### src/rtl/accum_controller.sv
// accum_controller: instruction sequencer for the 8-bit accumulator CPU.
// Owns PC, IR and an 8-phase cycle counter; decodes the IR opcode into
// memory strobes, accumulator load and bus-drive enables.
// Optional build macro ACCUM_CONTROLLER_RESUME_EN adds a `resume` input
// that restarts fetch after a HLT without a full reset.
// Debug outputs dbg_phase_o / dbg_pc_o expose the phase counter and PC.
module accum_controller #(
    parameter int WIDTH  = 8,
    parameter int AWIDTH = 5
) (
    input  logic              clk,
    input  logic              rst,
    input  logic [WIDTH-1:0]  mem_rdata,
    input  logic              a_is_zero,
`ifdef ACCUM_CONTROLLER_RESUME_EN
    input  logic              resume,
`endif
    output logic [2:0]        opcode,
    output logic [AWIDTH-1:0] mem_addr,
    output logic              mem_rd,
    output logic              mem_wr,
    output logic              data_e,
    output logic              ld_ac,
    output logic              halt,
    output logic [2:0]        dbg_phase_o,
    output logic [AWIDTH-1:0] dbg_pc_o
);

    typedef enum logic [2:0] {
        INST_ADDR  = 3'd0,
        INST_FETCH = 3'd1,
        INST_LOAD  = 3'd2,
        IDLE       = 3'd3,
        OP_ADDR    = 3'd4,
        OP_FETCH   = 3'd5,
        ALU_OP     = 3'd6,
        STORE      = 3'd7
    } phase_t;

    localparam logic [2:0] OP_HLT = 3'd0;
    localparam logic [2:0] OP_SKZ = 3'd1;
    localparam logic [2:0] OP_ADD = 3'd2;
    localparam logic [2:0] OP_AND = 3'd3;
    localparam logic [2:0] OP_XOR = 3'd4;
    localparam logic [2:0] OP_LDA = 3'd5;
    localparam logic [2:0] OP_STO = 3'd6;
    localparam logic [2:0] OP_JMP = 3'd7;

    phase_t              phase_q, phase_d;
    logic [AWIDTH-1:0]   pc_q, pc_d;
    logic [WIDTH-1:0]    ir_q, ir_d;
    logic                halted_q, halted_d;
    logic                sel;
    logic                alu_op;
    logic                resume_req;
    logic [AWIDTH-1:0]   ir_addr;

`ifdef ACCUM_CONTROLLER_RESUME_EN
    assign resume_req = resume;
`else
    assign resume_req = 1'b0;
`endif

    assign opcode      = ir_q[WIDTH-1:WIDTH-3];
    assign ir_addr     = ir_q[AWIDTH-1:0];
    assign alu_op      = (opcode == OP_ADD) || (opcode == OP_AND) ||
                         (opcode == OP_XOR) || (opcode == OP_LDA);
    assign mem_addr    = sel ? pc_q : ir_addr;
    // halt rises combinationally in phase 4 of a HLT, before the flag registers.
    assign halt        = halted_q || ((phase_q == OP_ADDR) && (opcode == OP_HLT));
    assign dbg_phase_o = phase_q;
    assign dbg_pc_o    = pc_q;

    // State register: phase, PC, IR and halted flag; rst wins over everything.
    always_ff @(posedge clk) begin
        if (rst) begin
            phase_q  <= INST_ADDR;
            pc_q     <= '0;
            ir_q     <= '0;
            halted_q <= 1'b0;
        end else begin
            phase_q  <= phase_d;
            pc_q     <= pc_d;
            ir_q     <= ir_d;
            halted_q <= halted_d;
        end
    end

    // Phase decode: strobes from phase and opcode, plus next PC/IR/halt state.
    always_comb begin
        phase_d  = phase_q;
        pc_d     = pc_q;
        ir_d     = ir_q;
        halted_d = halted_q;
        sel      = 1'b0;
        mem_rd   = 1'b0;
        mem_wr   = 1'b0;
        data_e   = 1'b0;
        ld_ac    = 1'b0;
        if (halted_q) begin
            // Frozen in OP_FETCH with all strobes low; only resume/rst exit.
            if (resume_req) begin
                halted_d = 1'b0;
                phase_d  = INST_ADDR;
            end
        end else begin
            phase_d = phase_t'(phase_q + 3'd1);
            case (phase_q)
                INST_ADDR: begin
                    sel = 1'b1;
                end
                INST_FETCH: begin
                    sel    = 1'b1;
                    mem_rd = 1'b1;
                end
                INST_LOAD: begin
                    sel    = 1'b1;
                    mem_rd = 1'b1;
                    ir_d   = mem_rdata;
                end
                IDLE: begin
                    sel    = 1'b1;
                    mem_rd = 1'b1;
                end
                OP_ADDR: begin
                    pc_d = pc_q + 1'b1;
                    if (opcode == OP_HLT) begin
                        halted_d = 1'b1;
                    end
                end
                OP_FETCH: begin
                    mem_rd = alu_op;
                end
                ALU_OP: begin
                    mem_rd = alu_op;
                    if ((opcode == OP_SKZ) && a_is_zero) begin
                        pc_d = pc_q + 1'b1;
                    end
                    if (opcode == OP_JMP) begin
                        pc_d = ir_addr;
                    end
                    if (opcode == OP_STO) begin
                        data_e = 1'b1;
                    end
                end
                STORE: begin
                    if (alu_op) begin
                        mem_rd = 1'b1;
                        ld_ac  = 1'b1;
                    end
                    if (opcode == OP_JMP) begin
                        pc_d = ir_addr;
                    end
                    if (opcode == OP_STO) begin
                        mem_wr = 1'b1;
                        data_e = 1'b1;
                    end
                end
                default: begin
                    phase_d = INST_ADDR;
                end
            endcase
        end
    end

endmodule
### config.mk
export PLATFORM = sky130hd
export DESIGN_NAME = accum_controller
export DESIGN_NICKNAME = d
export VERILOG_FILES = /design/src/rtl/accum_controller.sv
export SDC_FILE = /design/constraint.sdc
export NUM_CORES = 1
export LEC_CHECK = 0
export ABC_AREA = 1
export BUFFER_PORTS_ARGS = -buffer_cell sky130_fd_sc_hd__buf_4
export CAP_MARGIN = 20
export CORE_MARGIN = 1.5
export CORE_UTILIZATION = 40
export CTS_CLUSTER_DIAMETER = 200
export DETAILED_ROUTE_END_ITERATION = 8
export PLACE_DENSITY = 0.75
export SYNTH_ARGS = -nofsm -noshare
export SYNTH_HDL_FRONTEND = slang
export SYNTH_SLANG_ARGS = --single-unit
### constraint.sdc
create_clock -name clk -period 3.8 [get_ports clk]
set_input_delay 0.76 -clock clk [delete_from_list [all_inputs] [get_ports clk]]
set_output_delay 0.76 -clock clk [all_outputs]
set_load 0.01 [all_outputs]
=== Word-level counts from Yosys, hierarchy flattened ===
Cells that the tools add are included.

* Register bits after elaboration: 17
* Input port bits: 11
* Output and inout port bits: 21
* Logic and storage cells: 58

* Add/subtract/negate cells: 2
* Equal/unequal tests: 16
* Mux-type cells: 20
* Bitwise logic cells: 1
* Reduce and logical (&&, ||, !) cells: 15

{| class="wikitable"
|+ Operators by type and width
! operator !! count
|-
| 3-bit equality test, second input constant || 8
|-
| 5-bit two-way mux || 4
|-
| 5-bit case mux with 3 select lines || 1
|-
| 1-bit two-way mux || 14
|-
| 3-bit by 2-bit equality test with 1-bit output, second input constant || 4
|-
| 3-bit by 1-bit equality test with 1-bit output, second input constant || 2
|-
| 3-bit zero test || 2
|-
| 5-bit by 1-bit adder with 5-bit output, second input constant || 1
|-
| 1-bit logical OR || 4
|-
| 4-bit AND reduction || 1
|-
| 2-bit OR reduction || 2
|-
| 4-bit OR reduction || 1
|-
| 3-bit by 1-bit adder with 3-bit output, second input constant || 1
|-
| 3-bit inequality test, second input constant || 1
|-
| 1-bit case mux with 3 select lines || 1
|-
| 3-bit nonzero test || 1
|-
| 3-bit OR reduction || 1
|-
| 1-bit logical AND || 2
|-
| 2-bit inequality test, second input constant || 1
|-
| 2-bit AND reduction || 1
|-
| 1-bit inverter || 1
|}

=== Depth between registers and ports, before layout ===
Gate-level depths: netlist of the first run.

* Depth in word-level cells: 7
* Gate-level depth with buffers: 11
* Gate-level depth less buffers: 11

=== Least setup slack after synthesis of the first run ===
No wires, ideal clock.

* Path type: register to output
* From: register phase_q[0], in the netlist dbg_phase_o[0]
* To: output mem_addr[0]
* Arrival time: 1.389 ns
* Data required time: 3.040 ns
* Slack: 1.651 ns
* Cell stages (with the launch flop): 10
* Path buffers: 0
* Path through: dfxtp_1 -> inv_1 -> ha_1 -> nand2_2 -> nand2_2 -> a21oi_2 -> nand2_2 -> nand2_8 -> nand2_2 -> o21ai_2

* Word-level cells in the longest chain between the ends: 5
* Elaborated cells between the ends (all ways): 8
* Those cells by class: eq/ne (3); mux (3); reduce/logical (2)

{| class="wikitable"
|+ Ends and longest elaborated chain
! what !! line !! source
|-
| start: declaration || 49 || <nowiki>phase_t phase_q, phase_d;</nowiki>
|-
| start signal: assignment || 82 || <nowiki>phase_q <= phase_d;</nowiki>
|-
| 3-bit by 2-bit equality test with 1-bit output, or another cell as far along || 108 || <nowiki>case (phase_q)</nowiki>
|-
| 4-bit OR reduction (no line) (*) || - ||
|-
| 1-bit two-way mux (*) || 108 ||
|-
| 1-bit two-way mux (*) || 100 || <nowiki>if (halted_q) begin</nowiki>
|-
| 5-bit two-way mux (*) || 68 || <nowiki>assign mem_addr = sel ? pc_q : ir_addr;</nowiki>
|-
| end: declaration || 19 || <nowiki>output logic [AWIDTH-1:0] mem_addr,</nowiki>
|}

Every way passes the cells marked *; elsewhere a longest branch is shown, timed or not.

=== Worst setup path in the final report of the first run ===
* From: register phase_q[0], in the netlist dbg_phase_o[0]
* To: output mem_addr[1]

Same word-level chain as after synthesis.

==> flow_summary.yaml, run 1 <==
outcome:
  status: "complete, no violations"
die:
  dieWidth_um: 56.9
  io_pins: 32
  core.rowCount: 19
  fp.dieArea_um2: 3230
  core_um2: 2760
  die_h_um: 56.9
  start_util_pct: 42.1
run:
  maxCapViolCount: 0
route:
  dr.first_iter.drc_count: 47
  vias: 1092
  drc: 0
  drt_first_pass_iters: 4
  viasPerCell: 4.83
  routed_wl_um: 2350
  routedWlPerCell_um: 10.4
  postRouteAntennaNets: 0
sta:
  tightest_slew_ps: 432
  max-slew-margin-rel_pct: 71.2
  finalSetupViolCount: 0
  slew_viol_final: 0
  finalCritPeriodShare_pct: 69.6
  fin_ws_ps: 1160
  fin_skew_ps: 5.25
  max_freq_mhz: 378
  rsz0062_at_grt: "no"
  hold_viol_final: 0
  worst_hold_slack_ps: 493
  finalSetupTns_ps: 0
  period_needed_ps: 2640
clock_tree:
  root_buffer: "clkbuf_4"
  post-cts-setup-buffer-count: 0
  htree_levels: 1
  cts_resized: 0
  clk_pin_slew_ps: 110
  tritoncts: "done"
  hold_buffers: 0
  numCtsBuffers: 3
  numClockSinks: 17
  cts_max_path_buffers: 2
  clk_latency_ps: 290
worst_setup_path:
  worstReg2RegEnd: "dbg_pc_o[3]$_SDFFE_PP0P_"
  critical_path.max_stage_delay_ps: 420
  cp_common_cell: "nand2_2"
  path_cells: "inv_1, ha_1, nand2_2, nand2_2, a21oi_2, nand2_2, nand2_8, nand2_2, o21ai_2, buf_4"
  rrSetupSlack_ps: 2090
  r2r.worst_path.cells: 11
  rr_startpoint: "dbg_phase_o[0]$_SDFFE_PP0N_"
  endpoint_kind: "primary output"
  arrival_ps: 1880
  cpMaxStageDelayCell: "dfxtp_1"
  critPathLaunchType: "flip-flop"
  worstSetupPathType: "flip-flop to primary output"
  required_ps: 3040
  cp_max_fo: 10
power_and_ir_drop:
  p_per_area_nw_per_um2: 542
  leakage_nw: 0.694
  irDropWorstVdd_v: 0.000279
  p_total_uw: 769
logic_synthesis:
  synth_common_cells: "nand2_1 (28), inv_1 (23), dfxtp_1 (17)"
  syn_avg_cell_area_um2: 6.99
  synth-main-ff-cell: "dfxtp_1"
  synth_edf_count: 0
  syn_area_um2: 1160
  yosysWarnings: 0
  synthCells: 166
  syn-num-nets: 184
  synth_top_area_share_pct: 29.3
  seq_area_frac_synth_pct: 29.3
  ys_ff_latch: 17
  yosys.area.top_type: "dfxtp_1"
  synth_cell_type_count: 25
  synthMostInstantiatedCell: "nand2_1"
  synthTopCellsByArea: "dfxtp_1 (29%), nand2_1 (9.1%), ha_1 (7.5%), inv_1 (7.4%), nand2_2 (5.9%)"
  synthArstFlopShare_pct: 0
global_routing:
  grt_max_degree: 17
  track_usage_pct: 16.3
  grt_pass1_wl_um: 4170
  grt-ovfl-total: 0
  antenna_found_initial: 0
  first_global_vias: 943
final_layout:
  fin_area_um2: 1420
  n_antenna_cell: 0
  drive_gt1_share_pct: 30.8
  fin_nets: 214
  syn2layout_area_growth_pct: 22.3
placement:
  place_ws_ps: 1480
  numPortBuffers: 31
  gp_congestion: 0.772
  placed_area_um2: 1390
  place_hpwl_um: 1850
hold_path:
  hp-class: "flip-flop to flip-flop"
  whs_endpoint: "ir_q[0]$_SDFFE_PP0P_"
  hold_depth: 2
  hold_start: "ir_q[0]$_SDFFE_PP0P_"
[critical path, delay by kind of cell (launching register included)]
kind                     cells  cell delay [ps]
adder cells (fa/ha/maj)      1              300
flip-flops                   1              420
buffers and inverters        2              230
AO/OA/AOI/OAI                2              190
AND/OR/NAND/NOR              5              450
[final cells by class]
cell class                 count  area, um2
tap                           31       38.8
multi-input combinational    116        678
sequential                    17        340
inverter                      27        103
clock buffer                   3       22.5
timing repair buffer          31        233
clock inverter                 1       5.00
fill                         278       1340
[cell families after synthesis]
logic type / after synthesis / synth area share (%)
xor+xnor: 2 / 1.51
buf+inv: 33 / 12.3
compound gates: 33 / 16.9
flops: 17 / 29.3
simple gates: 74 / 32.4
fa+ha+maj: 7 / 7.54
[metal layers]
metal	GRT usage [%]	routed length (um)	vias to the layer above
li1	-	-	585
met5	0	0	-
met4	7.31	34	0
met3	3.46	114	2
met1	23.8	1180	476
met2	22.8	1020	29
[worst max-delay path by stage]
| stage | startpoint | endpoint |
|---|---|---|
| 6_report | dbg_phase_o[0]$_SDFFE_PP0N_ | mem_addr[1] |
| 5_1_grt | dbg_phase_o[0]$_SDFFE_PP0N_ | mem_addr[2] |
| 4_1_cts | dbg_phase_o[0]$_SDFFE_PP0N_ | mem_addr[1] |
| 3_5_place_dp | dbg_phase_o[0]$_SDFFE_PP0N_ | mem_addr[1] |
| 3_3_place_gp | dbg_phase_o[0]$_SDFFE_PP0N_ | mem_addr[4] |
| 2_1_floorplan | dbg_phase_o[0]$_SDFFE_PP0N_ | mem_addr[0] |
[flip-flops by register name (all words and copies together), names as in the netlist]
register,flops
ir_q,8
dbg_pc_o,5
dbg_phase_o,3
halted_q,1
[where the power goes]
part	leakage (nW)	switching (mW)	internal, mW	total (mW)
Combinational	0.537	0.227	0.169	0.395
Sequential	0.139	0.0505	0.221	0.272
Clock	0.0177	0.0627	0.0391	0.102
[through the flow]
stage	utilization, %	std cells
after floorplan	-	166
after global placement	50.5	222
after detailed placement	50.5	222
after CTS	51.5	226
after global routing	51.5	226
final	51.5	226
[cell usage in the layout, fill, tap and decap left out]
master / netlist / routed
o21ai_2: 5 / 5
nor3_1: 1 / 1
clkinv_2: 1 / 2
a21oi_2: 1 / 1
nand3_1: 10 / 10
clkinv_1: 1 / 1
inv_1: 23 / 23
o21ai_0: 12 / 12
inv_2: 2 / 2
nand2_8: 1 / 1
nand4_1: 4 / 4
xor2_1: 2 / 2
nand2_1: 28 / 28
nor2_1: 15 / 15
ha_1: 7 / 7
o21bai_2: 1 / 1
nor4_1: 1 / 1
o211ai_1: 1 / 1
a21oi_1: 13 / 13
clkbuf_4: 0 / 3
nand3_4: 1 / 1
buf_4: 4 / 31
dfxtp_1: 17 / 17
nand2_4: 2 / 2
nand2_2: 11 / 11
Note: power is estimated with default switching activity, not from simulation.
==> run 2: changes to the inputs <==
--- a/config.mk
+++ b/config.mk
@@ -5,14 +5,14 @@
 export SDC_FILE = /design/constraint.sdc
 export NUM_CORES = 1
 export LEC_CHECK = 0
-export ABC_AREA = 1
+export ABC_AREA = 0
 export BUFFER_PORTS_ARGS = -buffer_cell sky130_fd_sc_hd__buf_4
 export CAP_MARGIN = 20
 export CORE_MARGIN = 1.5
 export CORE_UTILIZATION = 40
 export CTS_CLUSTER_DIAMETER = 200
 export DETAILED_ROUTE_END_ITERATION = 8
-export PLACE_DENSITY = 0.75
+export PLACE_DENSITY = 0.78
 export SYNTH_ARGS = -nofsm -noshare
 export SYNTH_HDL_FRONTEND = slang
 export SYNTH_SLANG_ARGS = --single-unit
==> constraint.sdc (replaced) <==
create_clock -name clk -period 2.25 [get_ports clk]
set_input_delay 0.45 -clock clk [delete_from_list [all_inputs] [get_ports clk]]
set_output_delay 0.45 -clock clk [all_outputs]
set_load 0.01 [all_outputs]
==> flow_summary.yaml, run 2 <==
outcome:
  status: "complete, but fails checks"
  violations: "negative setup slack"
worst_setup_path:
  required_ps: 1800
  arrival_ps: 1970
  cp_max_fo: 5
  endpoint_kind: "primary output"
  critPathLaunchType: "flip-flop"
  worstSetupPathType: "flip-flop to primary output"
power_and_ir_drop:
  leakage_nw: 0.594
  p_per_area_nw_per_um2: 611
  irDropWorstVdd_v: 0.000433
die:
  dieWidth_um: 53.7
  die_h_um: 53.7
  core_um2: 2450
  io_pins: 32
  core.rowCount: 18
  fp.dieArea_um2: 2880
  start_util_pct: 41.8
route:
  vias: 964
  viasPerCell: 5.39
  routedWlPerCell_um: 13.6
  dr.first_iter.drc_count: 10
  drc: 0
  drt_first_pass_iters: 4
  postRouteAntennaNets: 0
  routed_wl_um: 2440
global_routing:
  grt-ovfl-total: 0
  track_usage_pct: 19.0
  grt_pass1_wl_um: 4000
  first_global_vias: 875
  antenna_found_initial: 0
  grt_max_degree: 18
logic_synthesis:
  synth-main-ff-cell: "dfxtp_1"
  syn-num-nets: 134
  synthCells: 116
  syn_area_um2: 1030
  synth_cell_type_count: 32
  synth_top_area_share_pct: 33.1
  synthArstFlopShare_pct: 0
  synth_edf_count: 0
  ys_ff_latch: 17
  yosysWarnings: 0
  seq_area_frac_synth_pct: 33.1
  synth_common_cells: "nor2_1 (18), dfxtp_1 (17), mux2i_1 (10)"
  synthMostInstantiatedCell: "nor2_1"
  syn_avg_cell_area_um2: 8.86
  synthTopCellsByArea: "dfxtp_1 (33%), mux2i_1 (9.7%), ha_1 (8.5%), nor2_1 (6.6%), mux2_2 (6.6%)"
  yosys.area.top_type: "dfxtp_1"
sta:
  fin_skew_ps: 5.77
  finalSetupViolCount: 5
  finalSetupTns_ps: -788
  max-slew-margin-rel_pct: 63.9
  period_needed_ps: 2420
  slew_viol_final: 0
  max_freq_mhz: 414
  hold_viol_final: 0
  worst_hold_slack_ps: 393
  finalCritPeriodShare_pct: 107
  tightest_slew_ps: 535
  rsz0062_at_grt: "yes"
  fin_ws_ps: -167
final_layout:
  n_antenna_cell: 0
  layout_commonest_cell: "buf_4"
  drive_gt1_share_pct: 40.9
  fin_area_um2: 1410
  syn2layout_area_growth_pct: 36.8
  fin_nets: 168
  largest-register: "ir_q"
  fin_cells: 179
  largest_register_ff_count: 8
  final_cell_mix: "buf_4 (34), nor2_1 (17), dfxtp_1 (15), mux2i_1 (10), a21oi_1 (7)"
clock_tree:
  root_buffer: "clkbuf_4"
  numClockSinks: 17
  clk_latency_ps: 290
  clk_pin_slew_ps: 100
  tritoncts: "done"
  cts_max_path_buffers: 2
  numCtsBuffers: 3
  htree_levels: 1
  hold_buffers: 0
placement:
  place_hpwl_um: 1750
  placed_area_um2: 1270
  gp_congestion: 0.850
  dp.cells: 172
  numPortBuffers: 31
run:
  maxCapViolCount: 0
hold_path:
  hp-class: "primary input to flip-flop"
==> run 2: changes by cell type after synthesis, moves of 4 or more <==
cell,previous run,this run
nand2_2,11,0
a211oi_1,0,4
inv_1,23,7
nand2_1,28,4
mux2i_1,0,10
o21ai_2,5,0
mux2_2,0,6
a21oi_1,13,8
o21ai_0,12,2
nand3_1,10,2
nand4_1,4,0
==> run 2: kinds of logic (layout without fill, tap and decap cells) <==
logic type	Yosys count	count (layout)	share of synthesized area, %
multiplexers	16	16	16.3
buffers and inverters	15	48	6.94
adder cells (fa/ha/maj)	7	7	8.53
XOR/XNOR	4	4	3.41
AO/OA/AOI/OAI	25	25	16.9
AND/OR/NAND/NOR	32	32	14.7
flip-flops	17	17	33.1
==> run 2: worst max-delay path, stage by stage, from the launching register on <==
cell and delay [ps]:
dfxtp_4 380, inv_4 50, ha_4 150, or3_4 400, a21oi_4 180, nor2_4 80, mux2_4 320, buf_6 120
==> run 2: layer usage <==
metal	routed length [um]	global-route usage, %
met5	0	0
met4	22	7.26
met3	106	1.94
met2	1230	30.9
met1	1080	25.6
==> run 2: cell type report <==
class / count / area, um2
clock inverter: 1 / 5.00
tap: 30 / 37.5
timing repair buffer: 37 / 289
multi-input combinational: 84 / 677
inverter: 7 / 28.8
clock buffer: 3 / 22.5
sequential: 17 / 345
fill: 219 / 1050
==> run 2: final timing paths <==
check                         startpoint                  endpoint  slack (ps)  cells past startpoint
min                         mem_rdata[3]      ir_q[3]$_SDFFE_PP0P_         390                      3
min reg2reg         ir_q[3]$_SDFFE_PP0P_      ir_q[3]$_SDFFE_PP0P_         530                      2
max          dbg_phase_o[0]$_SDFFE_PP0N_               mem_addr[0]        -170                      7
max reg2reg  dbg_phase_o[0]$_SDFFE_PP0N_  dbg_pc_o[2]$_SDFFE_PP0P_         270                      7
==> run 2: repair_timing <==
item	4_1_cts	5_1_grt
endpoints found under the setup margin	5	6
resized for setup	16	6
pin swaps	3	4
setup buffers	3	0
==> run 2: stage by stage <==
| step | setup WS (ps) | utilization, % | total power [mW] |
|---|---|---|---|
| floorplan | 164 | - | 0.540 |
| global placement | 70.8 | 51.9 | 0.631 |
| finish | -167 | 57.2 | 0.859 |
| CTS | -162 | 56.4 | 0.857 |
| detailed placement | -19.0 | 51.9 | 0.642 |
| global route | -225 | 57.2 | 0.919 |
==> run 2: power breakdown <==
group | total [mW] | internal, mW | leakage (nW) | switching (mW)
Combinational | 0.332 | 0.177 | 0.437 | 0.156
Clock | 0.161 | 0.0660 | 0.0177 | 0.0954
Sequential | 0.365 | 0.330 | 0.139 | 0.0352
Total | 0.859 | 0.572 | 0.594 | 0.286
